## src/rtl/mem_port_arbiter.sv

```systemverilog
// Two-master (instruction fetch / data) arbiter onto a single memory port with a
// single outstanding transaction and round-robin tie-breaking.
module mem_port_arbiter #(
    parameter int unsigned AW = 32,
    parameter int unsigned DW = 32
) (
    input  logic          clk_i,
    input  logic          rst_i,
    input  logic          i_req_i,
    output logic          i_gnt_o,
    output logic          i_rvalid_o,
    input  logic [AW-1:0] i_addr_i,
    input  logic          d_req_i,
    output logic          d_gnt_o,
    output logic          d_rvalid_o,
    input  logic [AW-1:0] d_addr_i,
    input  logic          d_we_i,
    input  logic [DW-1:0] d_wdata_i,
    output logic [DW-1:0] rdata_o,
    output logic          m_req_o,
    input  logic          m_gnt_i,
    input  logic          m_rvalid_i,
    output logic [AW-1:0] m_addr_o,
    output logic          m_we_o,
    output logic [DW-1:0] m_wdata_o,
    input  logic [DW-1:0] m_rdata_i,
    output logic          err_o
);

    typedef enum logic [1:0] {StIdle, StReq, StResp} state_e;

    state_e state_q, state_d;
    // Master encoding for owner/last: 0 = instruction, 1 = data.
    logic   owner_q, owner_d;
    logic   last_q, last_d;
    logic   err_q, err_d;
    logic   any_req, sel_d, cur_d, cur_req, grant, active;

    assign any_req = i_req_i | d_req_i;
    // On a tie the master that was not granted last wins.
    assign sel_d   = d_req_i & (~i_req_i | ~last_q);
    assign cur_d   = (state_q == StIdle) ? sel_d : owner_q;
    assign grant   = cur_req & m_gnt_i & ~rst_i;
    assign active  = (state_q != StIdle) | any_req;

    always_comb begin
        cur_req = 1'b0;
        unique case (state_q)
            StIdle:  cur_req = any_req;
            StReq:   cur_req = owner_q ? d_req_i : i_req_i;
            StResp:  cur_req = 1'b0;
            default: cur_req = 1'b0;
        endcase
    end

    always_ff @(posedge clk_i or posedge rst_i) begin
        if (rst_i) begin
            state_q <= StIdle;
            owner_q <= 1'b0;
            last_q  <= 1'b0;
            err_q   <= 1'b0;
        end else begin
            state_q <= state_d;
            owner_q <= owner_d;
            last_q  <= last_d;
            err_q   <= err_d;
        end
    end

    always_comb begin
        state_d = state_q;
        owner_d = owner_q;
        last_d  = last_q;
        unique case (state_q)
            StIdle: begin
                if (any_req) begin
                    owner_d = sel_d;
                    state_d = m_gnt_i ? StResp : StReq;
                end
            end
            StReq: begin
                if (!cur_req) begin
                    state_d = StIdle;
                end else if (m_gnt_i) begin
                    state_d = StResp;
                end
            end
            StResp: begin
                if (m_rvalid_i) begin
                    state_d = StIdle;
                end
            end
            default: state_d = StIdle;
        endcase
        if (grant) begin
            last_d = cur_d;
        end
        // A response with nothing outstanding is a protocol error; it is never forwarded.
        err_d = err_q | (m_rvalid_i & (state_q != StResp));
    end

    always_comb begin
        m_req_o    = cur_req & ~rst_i;
        i_gnt_o    = grant & ~cur_d;
        d_gnt_o    = grant & cur_d;
        i_rvalid_o = (state_q == StResp) & m_rvalid_i & ~owner_q;
        d_rvalid_o = (state_q == StResp) & m_rvalid_i & owner_q;
        m_addr_o   = '0;
        m_we_o     = 1'b0;
        m_wdata_o  = '0;
        if (active) begin
            m_addr_o  = cur_d ? d_addr_i : i_addr_i;
            m_we_o    = cur_d & d_we_i;
            m_wdata_o = cur_d ? d_wdata_i : '0;
        end
        rdata_o = m_rdata_i;
        err_o   = err_q;
    end

endmodule

```

## config.mk

```make
export PLATFORM = sky130hd
export DESIGN_NAME = mem_port_arbiter
export DESIGN_NICKNAME = d
export VERILOG_FILES = /design/src/rtl/mem_port_arbiter.sv
export SDC_FILE = /design/constraint.sdc
export NUM_CORES = 1
export LEC_CHECK = 0
export ABC_AREA = 1
export CORE_AREA = 3 3 91 93
export DETAILED_ROUTE_END_ITERATION = 10
export DIE_AREA = 0 0 94 96
export PLACE_DENSITY = 0.72
export SYNTH_ARGS = -nofsm -noshare
export SYNTH_HDL_FRONTEND = slang
export SYNTH_SLANG_ARGS = --single-unit
```

## constraint.sdc

```tcl
create_clock -name clk_i -period 1.4 [get_ports clk_i]
set_clock_uncertainty 0.05 [all_clocks]
set_input_delay 0.28 -clock clk_i [delete_from_list [all_inputs] [get_ports clk_i]]
set_output_delay 0.28 -clock clk_i [all_outputs]
set_load 0.01 [all_outputs]
```

# Word-level counts from Yosys, hierarchy flattened
# Index checks and enable logic that the tools add are counted.
[word_totals] output_inout_bits=103 reg_bits=5 mem_count=0 ram_bits=0 latch_bits=0 mem_bits_ro=0
[op_classes] div_mod_pow=0 bitwise_logic=20 n_eq_ne=6 add_sub_neg=0 n_reduce_logical=4 mux=14 n_lt_le_gt_ge=0 mul=0 shifts=0
[ops] op="32-bit two-way mux" n=4
[ops] op="1-bit bitwise AND" n=11
[ops] op="2-bit two-way mux" n=5
[ops] op="2-bit != test, second input constant" n=3
[ops] op="2-bit case mux with 3 select lines" n=1
[ops] op="1-bit NOT" n=5
[ops] op="1-bit bitwise OR" n=4
[ops] op="1-bit two-way mux" n=3
[ops] op="3-bit != test, second input constant" n=1
[ops] op="3-bit AND reduction" n=1
[ops] op="2-bit by 1-bit == test with 1-bit output, second input constant" n=1
[ops] op="2-bit == test, second input constant" n=1
[ops] op="2-bit zero test" n=1
[ops] op="1-bit case mux with 2 select lines" n=1
[ops] op="2-bit AND reduction" n=1
[ops] op="2-bit nonzero test" n=1

# Longest topological paths before layout
[depth] word_depth=6 mapped_depth=9 depth_no_buf=8

# Least setup slack after synthesis
# OpenSTA, ideal clock, no wires.
[synth_path] path_type="flip-flop to output port" from="register state_q[0]" to="output m_wdata_o[10]" path_slack_ps=-164 stages_incl_launch_ff=8 arrival_time_ps=1234 cell_sequence="dfrtp_1 > nor2_2 > nand3_1 > nand2_2 > inv_2 > buf_6 > buf_2 > nor2_1"
[synth_via] elab_chain_cells=4 elab_cells_between_ends=6 classes_between="3 x mux; 1 x bitwise; 2 x reduce/logical"
[synth_lines] item="start, declared" line_no="32" text="state_e state_q, state_d;"
[synth_lines] item="start signal, assigned" line_no="58" text="state_q <= StIdle;"
[synth_lines] item="start signal, assigned" line_no="63" text="state_q <= state_d;"
[synth_lines] item="2-bit zero test" line_no="42" text="assign cur_d = (state_q == StIdle) ? sel_d : owner_q;"
[synth_lines] item="1-bit two-way mux" line_no="42"
[synth_lines] item="32-bit two-way mux" line_no="114" text="m_wdata_o = cur_d ? d_wdata_i : '0;"
[synth_lines] item="32-bit two-way mux *" line_no="111" text="if (active) begin"
[synth_lines] item="end, declared" line_no="25" text="output logic [DW-1:0] m_wdata_o,"
# Mark *: on every way between the ends. The rest lies on a longest branch, timed or not.

# Worst setup path in the final report
[layout_path] from="register state_q[1]" to="output m_wdata_o[12]"
# Same word-level chain as after synthesis.

==> flow_metrics.env <==
export IMPL_outcome="complete, but fails checks"
export IMPL_failed_checks="negative setup slack"
export IMPL_worst_pin_slew_ps=244
export IMPL_clkSlewWorstSetupHoldPaths_ps=40
export IMPL_crit_path_max_incr_delay_ps=390
export IMPL_grt_start_max_net_pins=33
export IMPL_crit_path_start_kind="flop"
export IMPL_stdcell_count=521
export IMPL_hold_path_class="in -> async"
export IMPL_wl_per_cell_um=13.2
export IMPL_synth_top_family_by_area="simple AND/OR/NAND/NOR gates"
export IMPL_max_cap_violations=0
export IMPL_initial_core_util=0.165
export IMPL_cp_top_family="buffers and inverters"
export IMPL_finalInstanceArea_sq_mm=0.00387
export IMPL_antenna_found_initial=0
export IMPL_slew_viol_final=0
export IMPL_pwr_density_cell_mw_per_mm2=1670
export IMPL_port_buffer_count=173
export IMPL_h_tree_depth=1
export IMPL_wl_um=6850
export IMPL_grt_pass1_vias=2184
export IMPL_finalSetupViolCount=70
export IMPL_synth_xor_xnor_area_share=0
export IMPL_crit_path_top_delay_cell="dfrtp_1"
export IMPL_syn_area_per_cell_sq_um=5.02
export IMPL_crit_required_ps=1070
export IMPL_reg2reg_from="state_q[0]"
export IMPL_antenna_cells=0
export IMPL_cts_buffer_depth=2
export IMPL_synth_nets=385
export IMPL_yosys_warnings=0
export IMPL_dieArea_sq_mm=0.00902
export IMPL_area_delta_synth_final_pct=208
export IMPL_ir_worst_vdd_uv=1010
export IMPL_layout_common_cells="100 x clkdlybuf4s50_1, 64 x nor2_4, 39 x inv_1, 37 x buf_2, 35 x buf_6"
export IMPL_vias=2127
export IMPL_clock_latency_ps=220
export IMPL_die_x_um=94
export IMPL_period_minus_slack_ps=2000
export IMPL_regArea_sq_um=125
export IMPL_grt_first_pass_wirelength_um=10400
export IMPL_ys_ff_latch=5
export IMPL_rsz0062_at_grt="true"
export IMPL_drt_iter0_drc=35
export IMPL_fin_util=0.509
export IMPL_worstPathArrival_ps=1670
export IMPL_fillCellCount=717
export IMPL_syn_cell_area_sq_mm=0.00125
export IMPL_ios=238
export IMPL_crit_start="state_q[1]"
export IMPL_die_y_um=96
export IMPL_final_common_cell="clkdlybuf4s50_1"
export IMPL_synth_compound_area_frac=0.146
export IMPL_relSlewSlack=0.836
export IMPL_rows=32
export IMPL_cts_sinks=5
export IMPL_gr_total_overflow=0
export IMPL_seq_area_frac_synth=0.0997
export IMPL_gp_congestion=0.739
export IMPL_setup_ws_ps=-597
export IMPL_grt_usage=0.142
export IMPL_cts_tree="done"
export IMPL_muxShareOfSynthArea=0
export IMPL_synth_simple_gate_area_frac=0.380
export IMPL_dp_cells=500
export IMPL_core_area_sq_mm=0.00761
export IMPL_leakagePower_nw=1.71
export IMPL_critPathCaptureType="output pin"
export IMPL_final_nets=555
export IMPL_crit_type="reg -> out"
export IMPL_multi_input_area_sq_mm=0.00132
export IMPL_drcViolationCount=0
export IMPL_synth_fa_ha_area_frac=0
export IMPL_synthCells=250
export IMPL_clockRootBuffer="clkbuf_8"
export IMPL_timing_setup_tns_ps=-37470
export IMPL_period_share=1.43
export IMPL_critPathBufInv=5
export IMPL_cts_made_buffers=3
export IMPL_avgViaCountPerCell=4.08
export IMPL_ant_nets=0
export IMPL_cp_max_fo=5
export IMPL_whs_ps=371
export IMPL_drt_first_pass_iters=4
export IMPL_max_freq_ghz=0.501
export IMPL_dp_hpwl_um=5210
export IMPL_finalHoldViolations=0
export IMPL_drive_above_1_share=0.547
export IMPL_worstPathCellList="nor2_4, nand3_2, nand2_4, inv_6, buf_12, buf_4, buf_4, nor2_4, buf_6"
export IMPL_yosys_cell_types_count=19
export IMPL_dpl_cell_area_sq_mm=0.00336
==> kinds of logic after synthesis <==
family,count (synthesis)
compound gates,36
buf+inv,86
flops,5
simple gates,123
==> sequential cells by signal, summed over array words and instances (netlist names) <==
| signal | count |
|---|---|
| state_q | 2 |
| last_q | 1 |
| err_o | 1 |
| owner_q | 1 |
==> final timing paths <==
path | to | slack, ps | depth (start not counted)
max in group asynchronous | state_q[0] | 810 | 3
min in group clk_i | err_o | 420 | 1
max reg2reg | last_q | 10 | 10
min | last_q | 370 | 3
max | m_wdata_o[12] | -600 | 9
min reg2reg | err_o | 420 | 1
==> synth_stat cells <==
cell        n  share of area
a21oi_1     2         0.0080
buf_2       8          0.032
buf_4      32           0.19
buf_6       2          0.018
clkbuf_1    1         0.0030
clkbuf_2    2         0.0080
dfrtp_1     5           0.10
inv_1      39           0.12
inv_2       2         0.0060
nand2_1    14          0.042
nand2_2     1         0.0050
nand3_1     2         0.0080
nand4_1     1         0.0050
nor2_1    102           0.31
nor2_2      1         0.0050
o21ai_0    29           0.12
o21ai_1     4          0.016
o21bai_1    1         0.0060
or2_1       2          0.010
==> worst min-delay path: stages <==
cell and delay [ps]:
clkdlybuf4s50_1 440, inv_1 100, buf_4 160
==> where the power goes <==
part / switching, mW / internal [mW]
clock: 0.0733 / 0.196
combinational: 2.88 / 3.07
sequential: 0.0432 / 0.191
total: 3.00 / 3.46
==> cell type report <==
class | instances | share of cell area
repair buffers | 210 | 0.540
multi-input cells | 159 | 0.342
inverters | 41 | 0.0411
well taps | 102 | 0.0330
flip-flops and latches | 5 | 0.0323
clock buffers | 4 | 0.0116
==> stage by stage <==
step | setup WS [ps] | power (mW)
floorplan | -129 | 2.59
global placement | -1010 | 4.89
detailed placement | -1030 | 4.96
CTS | -581 | 6.47
global route | -656 | 6.93
finish | -597 | 6.46
==> layer usage <==
| layer | routed length [um] | up-vias | share of wire | global-route usage |
|---|---|---|---|---|
| li1 | - | 1052 | - | - |
| met1 | 2260 | 951 | 0.33 | 0.148 |
| met2 | 3760 | 109 | 0.55 | 0.286 |
| met3 | 731 | 15 | 0.11 | 0.0313 |
| met4 | 94 | 0 | 0.014 | 0.0313 |
| met5 | 0 | - | 0 | 0 |
==> timing repair <==
action | in CTS | in global routing
cloned | 5 | 0
hold buffers | 0 | 0
setup endpoints to repair | 72 | 72
resized for setup | 417 | 16
setup buffers | 10 | 3
pin swaps | 31 | 7
Power figures use the tool's default switching activity.
